$ cat src/rtl/apb_st_reg_slave.sv
// APB completer: NUM_REGS-1 byte-strobed read/write data registers plus a
// read-only 32-bit completed-transfer counter at the last slot, with fixed wait states.
module apb_st_reg_slave #(
  parameter int unsigned ADDR_WIDTH  = 8,
  parameter int unsigned DATA_WIDTH  = 32,
  parameter int unsigned NUM_REGS    = 16,
  parameter int unsigned WAIT_STATES = 0
) (
  input  logic                    clk,
  input  logic                    reset,
  input  logic                    psel,
  input  logic                    penable,
  input  logic                    pwrite,
  input  logic [ADDR_WIDTH-1:0]   paddr,
  input  logic [DATA_WIDTH-1:0]   pwdata,
  input  logic [DATA_WIDTH/8-1:0] pstrb,
  output logic [DATA_WIDTH-1:0]   prdata,
  output logic                    pready,
  output logic                    pslverr
);

  localparam int unsigned STRB_W = DATA_WIDTH / 8;
  localparam int unsigned OFF_W  = $clog2(STRB_W);
  localparam int unsigned NDATA  = NUM_REGS - 1;
  localparam int unsigned WAIT_W = 4;
  localparam int unsigned CNT_W  = 32;

  localparam logic [ADDR_WIDTH-1:0] OFF_MASK = ADDR_WIDTH'((1 << OFF_W) - 1);
  localparam logic [ADDR_WIDTH-1:0] CNT_IDX  = ADDR_WIDTH'(NDATA);
  localparam logic [WAIT_W-1:0]     WAIT_END = WAIT_W'(WAIT_STATES);

  typedef enum logic [1:0] {
    IDLE   = 2'd0,
    SETUP  = 2'd1,
    ACCESS = 2'd2
  } state_e;

  state_e                  state_q, state_d, phase_c;
  logic [WAIT_W-1:0]       wait_cnt_q, wait_cnt_d;
  logic [DATA_WIDTH-1:0]   regs_q [NDATA];
  logic [DATA_WIDTH-1:0]   regs_d [NDATA];
  logic [CNT_W-1:0]        cnt_q, cnt_d;

  logic [ADDR_WIDTH-1:0]   idx_c;
  logic                    misalign_c;
  logic                    out_of_range_c;
  logic                    ro_write_c;
  logic                    err_c;
  logic                    pready_c;
  logic                    done_c;
  logic [DATA_WIDTH-1:0]   rdata_c;

  // Address decode and error classification
  always_comb begin
    idx_c          = paddr >> OFF_W;
    misalign_c     = (paddr & OFF_MASK) != '0;
    out_of_range_c = 32'(idx_c) >= NUM_REGS;
    ro_write_c     = pwrite && (idx_c == CNT_IDX);
    err_c          = misalign_c || out_of_range_c || ro_write_c;
  end

  // Setup is recognised in the cycle the master presents it, so that the
  // access phase (and a zero-wait completion) lands on the very next cycle.
  always_comb begin
    phase_c = state_q;
    if (state_q == IDLE && psel && !penable) begin
      phase_c = SETUP;
    end
  end

  assign pready_c = (state_q == ACCESS) && (wait_cnt_q == WAIT_END);
  assign done_c   = pready_c && psel;

  // Next-state and wait counter
  always_comb begin
    state_d    = state_q;
    wait_cnt_d = '0;
    case (phase_c)
      IDLE: begin
        state_d = IDLE;
      end
      SETUP: begin
        state_d = ACCESS;
      end
      ACCESS: begin
        if (!psel) begin
          state_d = IDLE;
        end else if (pready_c) begin
          // A back-to-back setup is picked up from IDLE in the following cycle
          state_d = IDLE;
        end else begin
          wait_cnt_d = wait_cnt_q + WAIT_W'(1);
        end
      end
      default: begin
        state_d = IDLE;
      end
    endcase
  end

  // Register write with byte strobes; error writes change nothing
  always_comb begin
    regs_d = regs_q;
    if (done_c && pwrite && !err_c) begin
      for (int i = 0; i < int'(NDATA); i++) begin
        if (idx_c == ADDR_WIDTH'(i)) begin
          for (int b = 0; b < int'(STRB_W); b++) begin
            if (pstrb[b]) begin
              regs_d[i][8*b +: 8] = pwdata[8*b +: 8];
            end
          end
        end
      end
    end
  end

  assign cnt_d = cnt_q + CNT_W'(done_c);

  // Read mux; the counter slot returns its pre-increment value
  always_comb begin
    rdata_c = '0;
    if (idx_c == CNT_IDX) begin
      rdata_c = DATA_WIDTH'(cnt_q);
    end else begin
      for (int i = 0; i < int'(NDATA); i++) begin
        if (idx_c == ADDR_WIDTH'(i)) begin
          rdata_c = regs_q[i];
        end
      end
    end
  end

  assign pready  = pready_c;
  assign pslverr = pready_c && err_c;
  assign prdata  = (pready_c && !pwrite && !err_c) ? rdata_c : '0;

  always_ff @(posedge clk or posedge reset) begin
    if (reset) begin
      state_q    <= IDLE;
      wait_cnt_q <= '0;
      cnt_q      <= '0;
      for (int i = 0; i < int'(NDATA); i++) begin
        regs_q[i] <= '0;
      end
    end else begin
      state_q    <= state_d;
      wait_cnt_q <= wait_cnt_d;
      cnt_q      <= cnt_d;
      regs_q     <= regs_d;
    end
  end

endmodule

$ cat config.mk
export PLATFORM = sky130hd
export DESIGN_NAME = apb_st_reg_slave
export DESIGN_NICKNAME = d
export VERILOG_FILES = /design/src/rtl/apb_st_reg_slave.sv
export SDC_FILE = /design/constraint.sdc
export NUM_CORES = 1
export LEC_CHECK = 0
export ABC_AREA = 0
export BUFFER_PORTS_ARGS = -buffer_cell sky130_fd_sc_hd__buf_4
export CORE_MARGIN = 8
export CORE_UTILIZATION = 50
export CTS_CLUSTER_SIZE = 25
export DETAILED_ROUTE_END_ITERATION = 16
export GPL_TIMING_DRIVEN = 0
export PLACE_DENSITY_LB_ADDON = 0.05
export SLEW_MARGIN = 15
export SYNTH_ARGS = -nofsm -noshare
export SYNTH_HDL_FRONTEND = slang
export SYNTH_SLANG_ARGS = --single-unit
$ cat constraint.sdc
create_clock -name clk -period 30.7 [get_ports clk]
set_input_delay 1.535 -clock clk [delete_from_list [all_inputs] [get_ports clk]]
set_output_delay 1.535 -clock clk [all_outputs]
set_load 0.01 [all_outputs]
Word-level counts from Yosys, hierarchy flattened
Index checks and enable logic that the tools add are counted.
{ "op_classes": {"mux": 24, "reduce_logical": 79, "magnitude_cmp": 1, "n_eq_ne": 19, "n_addsub": 2} }
{ "ops": {"columns": ["operator", "count"], "rows": [
  ["two-way mux 32 bit", 17],
  ["AND reduction 3 bit", 60],
  ["equality test 6 x 4 -> 1 bit, second input constant", 8],
  ["adder 32 x 1 -> 32 bit", 1],
  ["equality test 6 x 3 -> 1 bit, second input constant", 4],
  ["equality test 6 x 2 -> 1 bit, second input constant", 2],
  ["two-way mux 4 bit", 3],
  ["logical AND 1 bit", 10],
  ["zero test 8 bit", 1],
  ["nonzero test 8 bit", 1],
  ["equality test 6 x 1 -> 1 bit, second input constant", 1],
  [">= comparator 6 x 5 -> 1 bit, second input constant", 1],
  ["two-way mux 2 bit", 3],
  ["adder 4 x 1 -> 4 bit, second input constant", 1],
  ["equality test 2 bit, second input constant", 2],
  ["zero test 4 bit", 1],
  ["one-hot mux 2 bit (2 select lines)", 1],
  ["zero test 1 bit", 3],
  ["!= test 3 bit, second input constant", 1],
  ["equality test 2 x 1 -> 1 bit, second input constant", 1],
  ["zero test 2 bit", 1],
  ["logical OR 1 bit", 2]
]} }
{ "word_totals": {"register_bits": 518, "word_cells": 188, "out_inout_bits": 34} }

Depth between registers and ports, before layout
Gate-level depths: netlist of run 1.
{ "logic_depth": {"word_depth": 18, "ltp_mapped": 11} }

Worst setup path before layout of run 1
Ideal clock, no wire load.
{ "synth_timing": {"path_kind": "input to output", "startpoint": "input paddr[7]", "endpoint": "output prdata[2]", "arrival_ps": 3373, "path_slack_ps": 25792, "cell_stages": 8, "required_ps": 29165, "path_cell_list": "buf_6 > or4b_1 > buf_2 > buf_2 > clkbuf_1 > o21ai_0 > o2111ai_1 > a221oi_1"} }
{ "synth_via": {"elab_chain_len": 18} }
{ "synth_rtl": {"columns": ["element", "line_no", "text"], "rows": [
  ["start: declaration", "14", "input logic [ADDR_WIDTH-1:0] paddr,"],
  ["zero test 8 bit", "126", "if (idx_c == ADDR_WIDTH'(i)) begin"],
  ["two-way mux 32 bit (15 in a row)", "126", null],
  ["two-way mux 32 bit", "122", "if (idx_c == CNT_IDX) begin"],
  ["two-way mux 32 bit (*)", "135", "assign prdata = (pready_c && !pwrite && !err_c) ? rdata_c : '0;"],
  ["end: declaration", "17", "output logic [DATA_WIDTH-1:0] prdata,"]
]} }
Every way passes the cells marked *; elsewhere a longest branch is shown, timed or not.

Worst setup path in the final report of run 1
{ "layout_timing": {"startpoint": "input paddr[3]", "endpoint": "output prdata[2]"} }
The elaborated chain is that of the path after synthesis.

==> impl_metrics.toml, run 1 <==
[setup_path]
critPathSlowestCell = "nor2_1"
cp_data_arrival_time_ns = 5.50
crit_path_max_incr_delay_ns = 0.74
setup.worst_path.start_class = "input port"
timing.critical_path.to_type = "primary output"
worst_r2r_startpoint = "wait_cnt_q[0]$_DFF_PP0_"
timing.critical_path.cells = "buf_4 -> buf_2 -> nand2_1 -> nor2_1 -> buf_2 -> buf_2 -> a21oi_1 -> a221oi_1 -> buf_4"
criticalPathCategory = "in -> out"
ff2ff_path_depth = 10
r2r_slack_ns = 27.48
worst_ep_required_time_ns = 29.17
worst_path_most_repeated_cell = "buf_2"
worst_r2r_endpoint = "cnt_q[12]$_DFF_PP0_"
timing.critical_path.buf_inv = 5
path_delay_family = "buffers and inverters"
timing.critical_path.fanout_max = 10

[synthesis]
cell_taking_the_most_area_after_synthesis = "dfrtp_1"
ys_warn_count = 0
yosysUniqueCellTypes = 70
post_synth_instance_area_um2 = 24900
synth_area_per_cell_um2 = 13.4
postSynthNetCount = 1913
synth-edff-count = 0
synth.area.top_cells = "dfrtp_1 52%, mux2_2 21%, nor2_8 3.3%, mux2_4 2.4%, mux4_2 2.2%"
synth-main-ff-cell = "dfrtp_1"
yosysTopAreaCellShare_pct = 51.9
synth_sequential_area_ratio_pct = 51.9
async_set_or_reset_flop_fraction_in_the_synthesized_netlist_pct = 100
ys_ff_latch = 517
syn_inst = 1860

[clock_network]
cts_resized = 0
clock_sinks = 517
hold_buffer_count_at_cts = 0
max-clock-path-buffers = 3
tritoncts = "built"
clock_insertion_delay_worst_skew_ns = 0.62
cts.reportedPaths.clkPinSlew_ns = 0.06
cts.htree.levels = 2
cts_setup_buffers = 0
tritoncts.num_buffers = 56
cts_root_buf = "clkbuf_16"

[floorplanning]
die_area_um2 = 57200
placeableCoreArea_um2 = 49700
die_y_um = 239
boundaryPins = 83
die_w_um = 239
rows = 82
initial_cell_density_of_the_core_pct = 50.2

[placement]
finalWeightedCongestion = 0.923
port_buffers = 79
dpl.hpwl_um = 60200
dp_worst_slack_ns = 23.79
placed_cell_count = 2617
placed_cell_area_um2 = 26500

[detailed_routing]
dr.pass1.iters = 5
post_drt_via_cell_ratio = 6.55
routed_wirelength_um = 92400
drc = 0
drtAntennaViolNets = 0
detailedRoute.firstIterationViolations = 2053
wl_per_cell_um = 34.0
detailroute.via_count = 17800

[timing]
hold_viol_final = 0
timing.hold.ws_ns = 0.484
timing.slew.headroom_pct = 9.02
maxClockFrequency_mhz = 142
maxSlewViolCount = 0
worst_skew_ns = 0.0297
final.setup.worst_slack_ns = 23.66
setup_viol = 0
tns_ns = 0
final.period_utilization_pct = 22.9
grt_setup_unrepaired = "false"
fin_crit_ns = 7.04
worst_slew_pin_slew_ns = 1.36

[min_path]
hold_path_class = "reg -> reg"
holdPathStages = 1
min_from = "cnt_q[31]$_DFF_PP0_"
timing.hold.worst_endpoint = "cnt_q[31]$_DFF_PP0_"

[grt]
first_global_vias = 18100
antenna_found_initial = 1
grt-ovfl-total = 0
grt_pass1_wl_um = 133000
grt_start_max_net_pins = 112
aggregate_global_route_resource_usage_pct = 32.4

[pwr]
pwr_density_nw_per_um2 = 51.2
static-leakage-power_nw = 14.2
peakVddDrop_uv = 42.2
design_power_total_mw = 1.45

[final_layout]
most-common-layout-cells = "517 x dfrtp_1, 455 x mux2_2, 84 x buf_4"
final_layout_size_suffix_gt1_share_pct = 40.5
fin_nets = 2057
layout.cell_area.non_filler_um2 = 28400
finish.utilization_pct = 57.1
syn2layout_area_growth_pct = 13.9
leading_cell_type_in_the_layout_fill_and_taps_excluded = "dfrtp_1"
post_layout_nonfiller_instances = 2718

[job]
drv_cap = 0

[outcome]
status = "completed"
[sequential cells by signal, summed over array words and instances (netlist names)]
register and count:
regs_q 480, cnt_q 32, wait_cnt_q 4, state_q 1
[metal layers]
metal	routed length (um)	GRT usage (%)	part of all wire [%]
met1	37800	44.0	41
met2	40000	47.6	43
met3	9130	8.27	9.9
met4	5390	16.6	5.8
met5	0	0	0
[layout make-up]
| cell class | instances | area (um2) |
|---|---|---|
| diodes | 1 | 2.50 |
| plain buffers | 111 | 561 |
| clock buffers | 90 | 1710 |
| clock inverters | 9 | 124 |
| fillers | 4178 | 21300 |
| inverters | 9 | 41.3 |
| multi-input cells | 1223 | 11400 |
| flip-flops and latches | 517 | 12900 |
| well taps | 672 | 841 |
| repair buffers | 86 | 757 |
[cell usage after synthesis (all sizes together) (22+ instances only)]
master / n
dfrtp: 517
mux2: 495
nor2: 129
nand2: 81
o21ai: 65
clkbuf: 61
a21oi: 53
buf: 50
a22oi: 44
mux2i: 35
o22ai: 35
nand3: 29
nor3: 28
mux4: 24
xnor2: 23
a211oi: 22
[how the worst max path moves through the flow]
stage	start	endpoint	slack [ns]	depth (start not counted)
global placement	reset	regs_q[356]$_DFFE_PP0P_	9.03	2
CTS	paddr[3]	prdata[2]	23.78	9
floorplan	reset	cnt_q[0]$_DFF_PP0_	14.72	1
global route	paddr[3]	prdata[18]	23.73	11
finish	paddr[3]	prdata[2]	23.66	9
detailed placement	paddr[3]	prdata[2]	23.79	9
[power breakdown]
part           internal (mW)  switching, mW  leakage [nW]
Clock                  0.403          0.280         0.904
Combinational         0.0192         0.0624          6.10
Sequential             0.685        0.00412          7.22
Total                   1.11          0.347          14.2
[logic make-up after synthesis]
group | count (synthesis) | synth area share (%)
mux | 554 | 26.5
flops | 517 | 51.9
simple gates | 324 | 9.48
compound gates | 309 | 8.37
buf+inv | 120 | 2.37
xor+xnor | 32 | 1.12
fa+ha+maj | 4 | 0.201
(Power assumes the default switching activity.)
==> run 2: changes to the inputs <==
--- a/config.mk
+++ b/config.mk
@@ -5,7 +5,7 @@
 export SDC_FILE = /design/constraint.sdc
 export NUM_CORES = 1
 export LEC_CHECK = 0
-export ABC_AREA = 0
+export ABC_AREA = 1
 export BUFFER_PORTS_ARGS = -buffer_cell sky130_fd_sc_hd__buf_4
 export CORE_MARGIN = 8
 export CORE_UTILIZATION = 50
==> constraint.sdc (replaced) <==
create_clock -name clk -period 6.61 [get_ports clk]
set_input_delay 0.3305 -clock clk [delete_from_list [all_inputs] [get_ports clk]]
set_output_delay 0.3305 -clock clk [all_outputs]
set_load 0.01 [all_outputs]
==> impl_metrics.toml, run 2 <==
[outcome]
status = "completed"

[detailed_routing]
dr_wl_met3_um = 6990
detailedRoute.firstIterationViolations = 2546
detail_route.wirelength.met1_um = 34800
post_drt_via_cell_ratio = 5.64
maxUsedRoutingLayer = "met4"
dr.pass1.iters = 8
drtAntennaViolNets = 0
dr_wl_met2_um = 35800
routed_wirelength_um = 82400
wl_per_cell_um = 22.6
detailroute.via_count = 20500
drc = 0

[timing]
hold_viol_final = 0
maxClockFrequency_mhz = 260
final.period_utilization_pct = 58.1
maxSlewViolCount = 0
setup_viol = 0
worst_skew_ns = 0.0216
fin_crit_ns = 3.84
final.setup.worst_slack_ns = 2.77
worst_slew_pin_slew_ns = 1.15
timing.slew.headroom_pct = 23.5
grt_setup_unrepaired = "false"

[placement]
port_buffers = 81
dpl.hpwl_um = 58400
placed_cell_area_um2 = 25300
finalWeightedCongestion = 0.967
dp_worst_slack_ns = 2.92

[setup_path]
worst_r2r_endpoint = "cnt_q[30]$_DFF_PP0_"
ff2ff_path_depth = 18
criticalPathCategory = "in -> out"
setup.worst_path.start_class = "input port"
timing.critical_path.fanout_max = 10
worst_ep_required_time_ns = 6.28
cp_data_arrival_time_ns = 3.51
r2r_slack_ns = 3.44
timing.critical_path.to_type = "primary output"
worst_setup_path_startpoint = "paddr[7]"
worst_r2r_startpoint = "wait_cnt_q[0]$_DFF_PP0_"

[grt]
first_global_vias = 19900
grt_start_max_net_pins = 37
antenna_found_initial = 1
grt_pass1_wl_um = 124000
aggregate_global_route_resource_usage_pct = 30.6
grt-ovfl-total = 0

[clock_network]
clock_sinks = 517
clock_insertion_delay_worst_skew_ns = 0.63
cts_setup_buffers = 0
cts.reportedPaths.clkPinSlew_ns = 0.06
cts.htree.levels = 2
cts_root_buf = "clkbuf_16"
hold_buffer_count_at_cts = 3
cts_resized = 0
max-clock-path-buffers = 3
tritoncts = "built"
tritoncts.num_buffers = 57

[floorplanning]
initial_cell_density_of_the_core_pct = 50.6
rows = 79
placeableCoreArea_um2 = 46600
die_w_um = 233
boundaryPins = 83
die_area_um2 = 54300
die_y_um = 233

[synthesis]
synth_area_per_cell_um2 = 8.33
yosysUniqueCellTypes = 38
post_synth_instance_area_um2 = 23600
synth-main-ff-cell = "dfrtp_1"
postSynthNetCount = 2883
ys_ff_latch = 517
synth-edff-count = 0
yosysTopAreaCellShare_pct = 54.9
async_set_or_reset_flop_fraction_in_the_synthesized_netlist_pct = 100
syn_inst = 2830
synth.most_common_cell = "nand2_1"
cell_taking_the_most_area_after_synthesis = "dfrtp_1"
synth_sequential_area_ratio_pct = 54.9
synth_commonest_cells = "924 x nand2_1, 517 x dfrtp_1, 322 x o21ai_1, 192 x o21ai_0, 168 x inv_1"
synth.area.top_cells = "dfrtp_1 55%, nand2_1 15%, o21ai_1 6.8%, o21ai_0 4.1%, nand4_1 2.8%"
ys_warn_count = 0

[min_path]
timing.hold.worst_endpoint = "regs_q[471]$_DFFE_PP0P_"
holdPathStages = 3
min_from = "pwdata[23]"
hold_path_class = "in -> reg"

[final_layout]
biggestRegsByFlops = "regs_q x480, cnt_q x32, wait_cnt_q x4"
fin_nets = 3043
leading_cell_type_in_the_layout_fill_and_taps_excluded = "nand2_1"
most-common-layout-cells = "924 x nand2_1, 517 x dfrtp_1, 322 x o21ai_1"
top_register_by_number_of_flip_flops = "regs_q"
final_layout_size_suffix_gt1_share_pct = 12.2
syn2layout_area_growth_pct = 15.3
largest_register_ffs = 480
layout.cell_area.non_filler_um2 = 27200

[job]
drv_cap = 0

[pwr]
static-leakage-power_nw = 12.6
peakVddDrop_uv = 222
pwr_density_nw_per_um2 = 246
[run 2: cell count changes after synthesis, sizes merged, moves of 23 or more]
cell / delta
a22oi: -44
buf: +24
clkbuf: +25
inv: +167
mux2: -495
mux2i: -35
mux4: -24
nand2: +887
nand3: +23
nand4: +96
nor2: +52
o21ai: +449
o22ai: -35
or2: +36
[run 2: logic make-up (layout without fill, tap and decap cells)]
| family | count (synthesis) | after routing | share of synthesized area (%) |
|---|---|---|---|
| AO/OA/AOI/OAI | 576 | 576 | 12.3 |
| XOR/XNOR | 32 | 32 | 1.19 |
| adder cells (fa/ha/maj) | 4 | 4 | 0.212 |
| buffers and inverters | 337 | 540 | 6.31 |
| flip-flops | 517 | 517 | 54.9 |
| other | 0 | 1 | 0 |
| AND/OR/NAND/NOR | 1364 | 1364 | 25.1 |
[run 2: worst max path at each step]
stage,depth (start not counted),endpoint
finish,12,prdata[5]
global route,10,prdata[29]
CTS,10,prdata[29]
detailed placement,12,prdata[5]
global placement,2,regs_q[137]$_DFFE_PP0P_
floorplan,1,cnt_q[0]$_DFF_PP0_
[run 2: cell type report]
class	instances	area [um2]
antenna	1	2.50
buffer	160	822
clock buffer	83	1670
clock inverter	19	178
fill	4254	19400
inverter	177	668
multi-input combinational	1976	9140
sequential	517	12900
tap	607	759
timing repair buffer	101	978
[run 2: per-layer routing]
layer	global-route usage (%)	vias up
met1	41.9	10000
met4	16.4	0
met3	6.25	191
met2	45.5	838
li1	-	9486
met5	0	-
[run 2: through the flow]
stage	hold WS, ns	utilization, %	std cells	power (mW)	setup TNS, ns
3_5_place_dp	0.409	54.3	3535	3.55	0
6_report	0.0668	58.3	3641	6.67	0
5_1_grt	0.0630	58.3	3640	6.85	0
4_1_cts	0.0422	58.3	3640	6.70	0
3_3_place_gp	0.450	53.6	3518	3.52	-1904.14
2_1_floorplan	0.428	-	2830	3.40	-384.01
[run 2: where the power goes]
group,internal (mW),leakage [nW],switching [mW]
combinational,0.0706,4.51,0.214
clock,1.86,0.929,1.32
sequential,3.19,7.21,0.0187
total,5.12,12.6,1.56
[run 2: worst max-delay path: stages]
cell and delay, ns:
buf_4 0.11, nor2_1 0.18, buf_4 0.25, nand3_2 0.18
nor2_2 0.48, buf_2 0.43, clkbuf_1 0.87, nand2_1 0.11
nand4_1 0.21, nand2_1 0.15, inv_1 0.08, buf_4 0.11
==> run 3: changes to the inputs <==
==> constraint.sdc (replaced) <==
create_clock -name clk -period 3.7 [get_ports clk]
set_input_delay 0.185 -clock clk [delete_from_list [all_inputs] [get_ports clk]]
set_output_delay 0.185 -clock clk [all_outputs]
set_load 0.01 [all_outputs]
==> impl_metrics.toml, run 3 (synthesis results as in run 2) <==
[outcome]
status = "completed"

[setup_path]
setup.worst_path.start_class = "input port"
timing.critical_path.to_type = "primary output"
timing.critical_path.fanout_max = 10
worst_ep_required_time_ns = 3.51
criticalPathCategory = "in -> out"
cp_data_arrival_time_ns = 3.36

[job]
drv_cap = 0

[floorplanning]
boundaryPins = 83
die_area_um2 = 54300
placeableCoreArea_um2 = 46600
die_w_um = 233
initial_cell_density_of_the_core_pct = 50.6
rows = 79
die_y_um = 233

[timing]
tns_ns = 0
timing.slew.headroom_pct = 24.0
worst_slew_pin_slew_ns = 1.14
maxClockFrequency_mhz = 282
fin_crit_ns = 3.55
grt_setup_unrepaired = "false"
setup_viol = 0
final.period_utilization_pct = 95.9
hold_viol_final = 0
maxSlewViolCount = 0
final.setup.worst_slack_ns = 0.153
worst_skew_ns = 0.0235

[detailed_routing]
detailroute.via_count = 20600
post_drt_via_cell_ratio = 5.62
dr.pass1.iters = 6
wl_per_cell_um = 22.6
routed_wirelength_um = 82800
drc = 0
detailedRoute.firstIterationViolations = 2517
drtAntennaViolNets = 0

[grt]
grt_pass1_wl_um = 125000
aggregate_global_route_resource_usage_pct = 30.7
first_global_vias = 20100
grt_start_max_net_pins = 37
grt-ovfl-total = 0
antenna_found_initial = 1

[final_layout]
final_layout_size_suffix_gt1_share_pct = 12.1
largest_register_ffs = 480
fin_nets = 3071
top_register_by_number_of_flip_flops = "regs_q"
biggestRegsByFlops = "regs_q x480, cnt_q x32, wait_cnt_q x4"
leading_cell_type_in_the_layout_fill_and_taps_excluded = "nand2_1"
most-common-layout-cells = "924 x nand2_1, 517 x dfrtp_1, 322 x o21ai_1"
syn2layout_area_growth_pct = 16.5
antenna_cells_inserted = 0

[clock_network]
tritoncts.num_buffers = 57
cts_setup_buffers = 0
cts.reportedPaths.clkPinSlew_ns = 0.06
clock_sinks = 517
tritoncts = "built"
cts_root_buf = "clkbuf_16"
cts.htree.levels = 2
max-clock-path-buffers = 3
clock_insertion_delay_worst_skew_ns = 0.62

[pwr]
peakVddDrop_uv = 399
static-leakage-power_nw = 12.8
design_power_total_mw = 11.9
pwr_density_nw_per_um2 = 435

[placement]
dpl.hpwl_um = 58400
finalWeightedCongestion = 0.967
dp_worst_slack_ns = 0.299
port_buffers = 81

[min_path]
hold_path_class = "in -> reg"
run 3: cell count changes in the layout (fill, tap and decap cells not counted), sizes merged:
cell,before,now
dlygate4sd3,3,31
diode,1,0
run 3: per-layer routing:
layer  GRT usage [%]  share of wire, %  vias up
li1                -                 -     9553
met1            41.8                42    10000
met2            45.9                44      849
met3            6.22               8.5      189
met4            16.4               5.8        0
met5               0                 0        -
run 3: through the flow:
step           area [um2]  std cells  utilization [%]  hold slack (ns)
6_report            27400       3668             58.9           0.0467
3_3_place_gp        24900       3518             53.6            0.370
2_1_floorplan       23600       2830                -            0.282
4_1_cts             27400       3668             58.9          0.00493
3_5_place_dp        25300       3535             54.3            0.263
5_1_grt             27400       3668             58.9           0.0421
run 3: worst max-delay path, cell delays in order:
cell and delay (ns):
buf_4 0.11, nor2_1 0.18, buf_4 0.25, nand3_2 0.18, nor2_2 0.47, buf_2 0.44, clkbuf_1 0.87, nand2_1 0.11
nand4_1 0.20, nand2_1 0.15, inv_1 0.09, buf_4 0.11
run 3: power breakdown:
| part | switching [mW] | total, mW | internal [mW] |
|---|---|---|---|
| clock | 2.36 | 5.69 | 3.32 |
| sequential | 0.0337 | 5.73 | 5.69 |
| combinational | 0.387 | 0.533 | 0.146 |
| total | 2.78 | 11.9 | 9.16 |
run 3: final timing paths:
check	endpoint	from	slack [ns]	depth (start not counted)
min in group asynchronous	regs_q[472]$_DFFE_PP0P_	reset	0.19	3
hold reg to reg	cnt_q[31]$_DFF_PP0_	cnt_q[31]$_DFF_PP0_	0.46	1
max in group asynchronous	regs_q[141]$_DFFE_PP0P_	reset	1.83	9
setup / recovery	prdata[5]	paddr[7]	0.15	12
hold / removal	regs_q[408]$_DFFE_PP0P_	pwdata[24]	0.05	3
setup reg to reg	cnt_q[30]$_DFF_PP0_	wait_cnt_q[0]$_DFF_PP0_	0.52	18
run 3: layout make-up:
cell class,count,area [um2]
Inverter,177,668
Buffer,160,822
Multi-Input combinational cell,1976,9140
Sequential cell,517,12900
Timing Repair Buffer,129,1260
Clock buffer,83,1670
Clock inverter,19,178
Tap cell,607,759
Fill cell,4230,19100
run 3: timing repair:
item | 4_1_cts | 5_1_grt
endpoints found under the setup margin | 0 | 4
endpoints found under the hold margin | 169 | 0
resized for setup | 0 | 1
hold buffers | 31 | 0
